--- config.mk ---
export PLATFORM = sky130hd
export DESIGN_NAME = bram_stream_reader
export DESIGN_NICKNAME = d
export VERILOG_FILES = /design/src/rtl/bram_stream_reader.sv
export SDC_FILE = /design/constraint.sdc
export NUM_CORES = 1
export LEC_CHECK = 0
export ABC_CLOCK_PERIOD_IN_PS = 5600
export BUFFER_PORTS_ARGS = -buffer_cell sky130_fd_sc_hd__buf_2
export CORE_ASPECT_RATIO = 1.1
export CORE_MARGIN = 2
export CORE_UTILIZATION = 50
export CTS_BUF_LIST = sky130_fd_sc_hd__clkbuf_2
export CTS_CLUSTER_DIAMETER = 40
export DETAILED_ROUTE_END_ITERATION = 10
export PLACE_DENSITY = 0.7
export SYNTH_ARGS = -nofsm -noshare
export SYNTH_HDL_FRONTEND = slang
export SYNTH_SLANG_ARGS = --single-unit
--- constraint.sdc ---
create_clock -name clk -period 5.6 [get_ports clk]
set_input_delay 0.84 -clock clk [delete_from_list [all_inputs] [get_ports clk]]
set_output_delay 0.84 -clock clk [all_outputs]
set_load 0.05 [all_outputs]
--- src/rtl/bram_stream_reader.sv ---
// Streams a (start address, length) run of BRAM words out as AXI-Stream.
// A small output FIFO plus a credit count let the stream stall without ever losing a word.
module bram_stream_reader #(
   parameter int unsigned DATA_WIDTH = 32,
   parameter int unsigned ADDR_WIDTH = 16,
   parameter int unsigned LEN_WIDTH  = 16,
   parameter int unsigned FIFO_DEPTH = 4
) (
   input  logic                  clk,
   input  logic                  rst,
   input  logic                  cmd_valid,
   output logic                  cmd_ready,
   input  logic [ADDR_WIDTH-1:0] cmd_addr,
   input  logic [LEN_WIDTH-1:0]  cmd_len,
   output logic                  bram_rden,
   output logic [ADDR_WIDTH-1:0] bram_addr,
   input  logic [DATA_WIDTH-1:0] bram_dout,
   output logic [DATA_WIDTH-1:0] m_axis_tdata,
   output logic                  m_axis_tvalid,
   input  logic                  m_axis_tready,
   output logic                  m_axis_tlast,
   output logic                  busy
);

   localparam int unsigned PTR_W  = $clog2(FIFO_DEPTH);
   localparam int unsigned CNT_W  = PTR_W + 1;
   localparam int unsigned CRED_W = CNT_W + 1;
   localparam int unsigned IDX_W  = LEN_WIDTH + 1;

   typedef enum logic [1:0] {
      IDLE  = 2'd0,
      ISSUE = 2'd1,
      DRAIN = 2'd2
   } state_t;

   state_t                state_q, state_d;
   logic                  rden_q, rden_d;
   logic [ADDR_WIDTH-1:0] addr_q, addr_d;
   logic [IDX_W-1:0]      idx_q, idx_d;
   logic [LEN_WIDTH-1:0]  len_q, len_d;
   logic                  rd_last_q, rd_last_d;
   logic                  cap_q, cap_last_q;
   logic [PTR_W-1:0]      wr_ptr_q, rd_ptr_q;
   logic [CNT_W-1:0]      count_q;
   logic [DATA_WIDTH-1:0] mem_data [FIFO_DEPTH];
   logic                  mem_last [FIFO_DEPTH];

   logic                  fifo_nonempty;
   logic                  pop;
   logic [CRED_W-1:0]     credits;
   logic                  can_issue;

   // credits = buffered words + reads still in the two-stage BRAM pipeline
   assign fifo_nonempty = (count_q != CNT_W'(0));
   assign pop           = fifo_nonempty && m_axis_tready;
   assign credits       = CRED_W'(count_q) + CRED_W'(cap_q) + CRED_W'(rden_q);
   assign can_issue     = (credits < CRED_W'(FIFO_DEPTH));

   always_comb begin
      state_d   = state_q;
      rden_d    = 1'b0;
      addr_d    = addr_q;
      idx_d     = idx_q;
      len_d     = len_q;
      rd_last_d = 1'b0;
      case (state_q)
         IDLE: begin
            if (cmd_valid) begin
               rden_d    = 1'b1;
               addr_d    = cmd_addr;
               len_d     = cmd_len;
               idx_d     = IDX_W'(1);
               rd_last_d = (cmd_len == LEN_WIDTH'(0));
               state_d   = (cmd_len == LEN_WIDTH'(0)) ? DRAIN : ISSUE;
            end
         end
         ISSUE: begin
            if (can_issue) begin
               rden_d    = 1'b1;
               addr_d    = addr_q + ADDR_WIDTH'(1);
               idx_d     = idx_q + IDX_W'(1);
               rd_last_d = (idx_q == IDX_W'(len_q));
               if (idx_q == IDX_W'(len_q)) state_d = DRAIN;
            end
         end
         DRAIN: begin
            if (pop && mem_last[rd_ptr_q]) state_d = IDLE;
         end
         default: state_d = IDLE;
      endcase
   end

   always_ff @(posedge clk) begin
      if (rst) begin
         state_q    <= IDLE;
         rden_q     <= 1'b0;
         addr_q     <= '0;
         idx_q      <= '0;
         len_q      <= '0;
         rd_last_q  <= 1'b0;
         cap_q      <= 1'b0;
         cap_last_q <= 1'b0;
         wr_ptr_q   <= '0;
         rd_ptr_q   <= '0;
         count_q    <= '0;
      end else begin
         state_q    <= state_d;
         rden_q     <= rden_d;
         addr_q     <= addr_d;
         idx_q      <= idx_d;
         len_q      <= len_d;
         rd_last_q  <= rd_last_d;
         cap_q      <= rden_q;
         cap_last_q <= rd_last_q;
         if (cap_q) wr_ptr_q <= wr_ptr_q + PTR_W'(1);
         if (pop)   rd_ptr_q <= rd_ptr_q + PTR_W'(1);
         count_q    <= count_q + CNT_W'(cap_q) - CNT_W'(pop);
      end
   end

   // storage needs no reset: count_q gates every read of it
   always_ff @(posedge clk) begin
      if (cap_q) begin
         mem_data[wr_ptr_q] <= bram_dout;
         mem_last[wr_ptr_q] <= cap_last_q;
      end
   end

   assign cmd_ready     = (state_q == IDLE);
   assign busy          = (state_q != IDLE);
   assign bram_rden     = rden_q;
   assign bram_addr     = addr_q;
   assign m_axis_tvalid = fifo_nonempty;
   assign m_axis_tdata  = mem_data[rd_ptr_q];
   assign m_axis_tlast  = fifo_nonempty && mem_last[rd_ptr_q];

endmodule

==> impl_metrics.toml, run 1 <==
[status]
status = "complete, no violations"

[floorplan]
die_w_um = 124.9
num_rows = 48
top_level_ports = 121
die_h_um = 137.0
start_util_pct = 51.11
coreArea_sq_mm = 0.01574
die_area_sq_mm = 0.01712

[routing]
vias = 5175
drtAntennaViolNets = 0
drc = 0
drt-pass1-iter-count = 5
drtIter0Drc = 390
avgRoutedWirePerCell_um = 17.01
vias_per_cell = 5.725
wirelength_um = 15380

[finish]
final_cell_mix = "edfxtp_1 (132), buf_2 (120), nand2_1 (71)"
final_util_pct = 56.82
register_area_sq_mm = 0.005248
final_common_cell = "edfxtp_1"
drive_above_1_share_pct = 28.27
multi_input_area_sq_mm = 0.002609
syn2layout_area_growth_pct = 11.17
nets = 770
fill_cells = 1310
antennaDiodeCount = 0
fin_area_sq_mm = 0.008941

[power_and_ir_drop]
p_clk_share_pct = 17.4
powerDensity_mw_per_mm2 = 364.9
internal-power_mw = 2.057
pwr-share-comb_pct = 30.9
ir_drop_uv = 158.9
p_switching_mw = 1.206
seqPwrFrac_pct = 51.7
swShare_pct = 36.96
p_leak_nw = 3.152

[global_routing]
grtUsageMet1_pct = 23.13
grt_util_met3_pct = 4.300
grt_pass1_vias = 4962
busiest_layer = "met2"
grt_use_met2_pct = 31.57
grt_pass1_wl_um = 24640
antenna_found_initial = 0
grt-ovfl-total = 0
grt_max_degree = 51
globalRouteTotalUtil_pct = 18.26

[logic_synthesis]
synth_edf_count = 132
synth-async-reset-ratio_pct = 0
post-synth-top-area-fraction_pct = 49.28
ys_seq_area_share_pct = 65.21
ys_warn_count = 0
synth.cell_area_sq_mm = 0.008043
syn-num-nets = 660
synthCells = 581
synth_flop_cell = "edfxtp_1"
synth_area_leaders = "edfxtp_1 (49%), dfxtp_1 (16%), mux4_2 (9.2%), nand2_1 (3.3%), a21oi_1 (3.2%)"
ys_ff_latch = 196
yosysTopAreaCell = "edfxtp_1"
avgSynthCellArea_sq_um = 13.84
post_synth_num_cell_types = 50

[place]
postPlaceCellArea_sq_mm = 0.008760
routabilityCongestion = 0.8246
io_buffers = 120
hpwlAfterDp_um = 10180

[sta]
rsz0062_at_grt = "false"
slew_headroom_pct = 23.06
setup_tns_ps = 0
setup_viol = 0
slew_viol_final = 0
period_share_pct = 60.26
period_needed_ps = 3374
fin_skew_ps = 26.38
hold_viol_final = 0
worst_slew_pin_slew_ps = 1154
fin_hold_ws_ps = 299.2
clock.fmax_mhz = 296.4

[cts]
hold_buffers = 0
cts_resized = 0
cts_tree = "built"
cts_setup_buffers = 0
clk_pin_slew_ps = 260
cts_sinks = 196
clkLatencyLatePin_ps = 730
ctsHtreeMaxLevel = 4
clock_path_buffers = 2
cts-root-buf = "clkbuf_2"
cts_buffers = 17

[hold_path]
hp-class = "input pin to register"

[setup_path]
crit_required_ps = 4760
path_buf_inv = 1
cp_cell_sequence = "mux4_2 > and2_1 > buf_2"
start_kind = "register"
crit_type = "register to primary output"
cp_max_fo = 33
endpoint_kind = "primary output"
cp_slowest_cell = "dfxtp_2"
slowest_delay_ps = 960
cp.arrival_ps = 2530
critPathTopFamily = "flip-flops"

[flow_run]
maxCapViolCount = 0
cell families (layout without fill, tap and decap cells):
group | Yosys count | count (layout) | share of synthesized area (%)
XOR/XNOR | 21 | 21 | 2.287
AND/OR/NAND/NOR | 179 | 179 | 11.20
adder cells (fa/ha/maj) | 11 | 11 | 1.805
buffers and inverters | 40 | 163 | 2.411
AO/OA/AOI/OAI | 100 | 100 | 7.717
flip-flops | 196 | 196 | 65.21
multiplexers | 34 | 34 | 9.365
metrics by stage:
step	power, mW	std cells	setup slack (ps)
floorplan	2.523	581	3107
global placement	2.720	872	2865
detailed placement	2.738	872	2780
CTS	3.299	904	2113
global route	3.420	904	2021
finish	3.263	904	2226
cell type report:
class | count | share of cell area [%]
flip-flops and latches | 196 | 58.69
multi-input cells | 345 | 29.18
repair buffers | 123 | 6.969
well taps | 200 | 2.799
clock buffers | 19 | 1.064
clock inverters | 13 | 0.9656
inverters | 8 | 0.3359
power groups by stage:
stage                     clock network, mW  logic [mW]  registers [mW]
after detailed placement                  0        1.02            1.72
after global routing                  0.645        1.08            1.70
after CTS                             0.590        1.02            1.69
after floorplan                           0       0.786            1.74
final                                 0.569        1.01            1.69
after global placement                    0        1.01            1.71
path summary, 6_finish.rpt:
path / from / to / slack [ps] / depth (start not counted)
max: register / m_axis_tlast / 2230 / 3
min: bram_dout[24] / mem_data[1][24] / 300 / 1
max reg2reg: state_q[0] / idx_q[5] / 2830 / 4
min reg2reg: len_q[1] / len_q[1] / 490 / 2
synthesized netlist by cell type (10+ instances only):
| master | number |
|---|---|
| dfxtp_1 | 64 |
| ha_1 | 10 |
| a21oi_1 | 52 |
| nand2_1 | 71 |
| xor2_1 | 16 |
| nor4_1 | 10 |
| or4_1 | 11 |
| mux4_2 | 33 |
| edfxtp_1 | 132 |
| clkbuf_1 | 21 |
| nor3_1 | 12 |
| and2_1 | 12 |
| nor2_1 | 20 |
| o21ai_0 | 11 |
| o31ai_1 | 12 |
state kept, by name, summed over array words and instances, names as in the netlist, 2 cells and up, named ones only:
name / cells
len_q: 16
state_q: 2
rd_ptr_q: 2
mem_last: 4
bram_addr: 16
idx_q: 17
wr_ptr_q: 2
count_q: 3
mem_data: 128
metal layers:
metal,wire [um],vias to the layer above,part of all wire (%)
met5,0,-,0
met4,244,0,1.6
met3,884,23,5.7
met2,7827,172,51
met1,6425,2543,42
li1,-,2437,-
No activity file was read; power rests on OpenSTA's default activity.
==> inputs of run 2 (changes only) <==
- ABC_AREA: default -> 1
- ABC_CLOCK_PERIOD_IN_PS: 5600 -> 3350
- clock period: 5.6 -> 3.35 ns (I/O delays scaled with it)
==> run 2 against run 1 <==
  * Utilization is 4.6 points higher
  * Die area is 4.7% higher
  * Worst hold slack worse by 210 ps
  * Register-to-register slack worse by 1600 ps
  * Combinational power is 75% higher
  * Via count is 26% higher
  * Wire length is 18% higher
  * Largest power group unchanged
  * Power is 78% higher
==> impl_metrics.toml, run 2 <==
[setup_path]
slowest_delay_ps = 500
cp_cell_sequence = "inv_4 > buf_4 > o21ai_0 > o22ai_1 > buf_2"
reg2regPathDepth = 11
endpoint_kind = "primary output"
crit_required_ps = 2850
worstReg2RegEnd = "count_q[2]"
r2r_start = "count_q[1]"
cp_max_fo = 39
crit_type = "register to primary output"
start_kind = "register"
cp_slowest_cell = "dfxtp_4"
reg2reg_setup_slack_ps = 1270
worstSetupEndpoint = "m_axis_tdata[19]"
cp.arrival_ps = 2570

[logic_synthesis]
ys_seq_area_share_pct = 62.19
yosysTopAreaCell = "edfxtp_1"
avgSynthCellArea_sq_um = 9.785
synth_edf_count = 132
synth-async-reset-ratio_pct = 0
synth_flop_cell = "edfxtp_1"
synth.cell_area_sq_mm = 0.008434
synth_area_leaders = "edfxtp_1 (47%), dfxtp_1 (15%), nand2_1 (6.3%), nor2_1 (5.7%), o21ai_0 (5.6%)"
post_synth_num_cell_types = 38
post-synth-top-area-fraction_pct = 47.00
yosysMostFrequentCell = "nand2_1"
ys_top_cells_by_count = "nand2_1 (141), edfxtp_1 (132), nor2_1 (127)"
ys_ff_latch = 196
synthCells = 862
syn-num-nets = 941
ys_warn_count = 0

[sta]
setup_viol = 0
worst_slew_pin_slew_ps = 742.3
period_share_pct = 91.63
clock.fmax_mhz = 325.8
rsz0062_at_grt = "false"
setup_tns_ps = 0
slew_headroom_pct = 50.46
fin_hold_ws_ps = 84.55
period_needed_ps = 3070
fin_skew_ps = 44.55
final.setup.worst_slack_ps = 280.4
slew_viol_final = 0
hold_viol_final = 0

[place]
hpwlAfterDp_um = 11860
io_buffers = 120
dp_cells = 1161
postPlaceCellArea_sq_mm = 0.009206
dpl_worst_slack_ps = 852.8
routabilityCongestion = 0.8109

[routing]
drc = 0
vias_per_cell = 5.215
drtAntennaViolNets = 0
drt-pass1-iter-count = 5
vias = 6540
drtIter0Drc = 553
avgRoutedWirePerCell_um = 14.46
wirelength_um = 18140

[finish]
final_common_cell = "nand2_1"
drive_above_1_share_pct = 18.40
syn2layout_area_growth_pct = 19.58
fin_area_sq_mm = 0.01009
largest_reg_flops = 128
nets = 1115
final_cell_mix = "nand2_1 (141), edfxtp_1 (132), nor2_1 (127)"
finalNonFillerCells = 1254
largest-register = "mem_data"
reg.largest.list = "mem_data x128, idx_q x17"
fill_cells = 1402

[global_routing]
busiest_layer = "met2"
antenna_found_initial = 1
grt_pass1_vias = 5977
grtUsageMet1_pct = 25.78
globalRouteTotalUtil_pct = 20.74
grt_max_degree = 40
grt-ovfl-total = 0
grt_util_met3_pct = 5.233
grt_use_met2_pct = 36.22
grt_pass1_wl_um = 29240

[floorplan]
start_util_pct = 51.33
top_level_ports = 121
die_h_um = 140.2
coreArea_sq_mm = 0.01643
die_w_um = 127.8
num_rows = 49
die_area_sq_mm = 0.01793

[cts]
clock_path_buffers = 2
ctsHtreeMaxLevel = 4
clkLatencyLatePin_ps = 790
clk_pin_slew_ps = 270
cts-root-buf = "clkbuf_2"
cts_tree = "built"
cts_buffers = 17
cts_sinks = 196

[power_and_ir_drop]
ir_drop_uv = 298.6
p_leak_nw = 3.865
powerDensity_mw_per_mm2 = 576.0

[flow_run]
maxCapViolCount = 0

[hold_path]
hp-class = "input pin to register"

[status]
status = "complete, no violations"
-- run 2: how the worst min path moves through the flow --
stage / from / to / slack [ps] / cells past startpoint
2_1_floorplan: rd_last_q / cap_last_q / 390 / 2
3_3_place_gp: rd_last_q / cap_last_q / 400 / 2
3_5_place_dp: rd_last_q / cap_last_q / 390 / 2
4_1_cts: cmd_addr[3] / bram_addr[3] / 7 / 5
5_1_grt: cmd_len[0] / len_q[0] / 3 / 3
6_report: cmd_len[0] / len_q[0] / 80 / 3
-- run 2: logic make-up (layout without fill, tap and decap cells) --
| logic type | count (synthesis) | count (layout) | synth area share, % |
|---|---|---|---|
| simple gates | 338 | 338 | 17.03 |
| flops | 196 | 196 | 62.19 |
| compound gates | 193 | 193 | 12.27 |
| buf+inv | 110 | 297 | 5.340 |
| xor+xnor | 14 | 14 | 1.454 |
| fa+ha+maj | 11 | 11 | 1.721 |
| other cells | 0 | 1 | 0 |
-- run 2: cell type report --
class / count / area [sq um] / area share, %
Tap cell: 204 / 255.2 / 2.531
Multi-Input combinational cell: 556 / 2739 / 27.16
Timing Repair Buffer: 191 / 1284 / 12.73
Clock inverter: 15 / 186.4 / 1.848
Inverter: 74 / 285.3 / 2.828
Sequential cell: 196 / 5249 / 52.04
Antenna cell: 1 / 2.502 / 0.02481
Clock buffer: 17 / 85.08 / 0.8436
-- run 2: stage by stage --
stage | utilization (%) | power, mW
2_1_floorplan | - | 4.157
3_3_place_gp | 56.03 | 4.556
3_5_place_dp | 56.03 | 4.578
4_1_cts | 61.35 | 5.850
5_1_grt | 61.38 | 6.106
6_report | 61.38 | 5.810
-- run 2: report_power, final --
| group | switching [mW] | internal [mW] |
|---|---|---|
| Combinational | 1.31 | 0.460 |
| Clock | 0.851 | 0.383 |
| Sequential | 0.105 | 2.70 |
-- run 2: routing by layer --
| layer | vias up | share of wire, % |
|---|---|---|
| met2 | 169 | 51 |
| li1 | 3302 | - |
| met5 | - | 0 |
| met4 | 0 | 1.1 |
| met3 | 17 | 5.0 |
| met1 | 3052 | 43 |
-- run 2: repair_timing --
action / in CTS / in global routing
gates resized for setup: 1 / 1
hold buffers: 60 / 0
endpoints found under the hold margin: 156 / 0
endpoints found under the setup margin: 5 / 18
cloned: 0 / 0
setup buffers: 0 / 0
-- run 2: worst max-delay path, delay by kind of cell (launching register included) --
kind                   cells  cell delay [ps]
AOI/OAI and AO/OA          2              320
buffers and inverters      3              960
DFF                        1              500
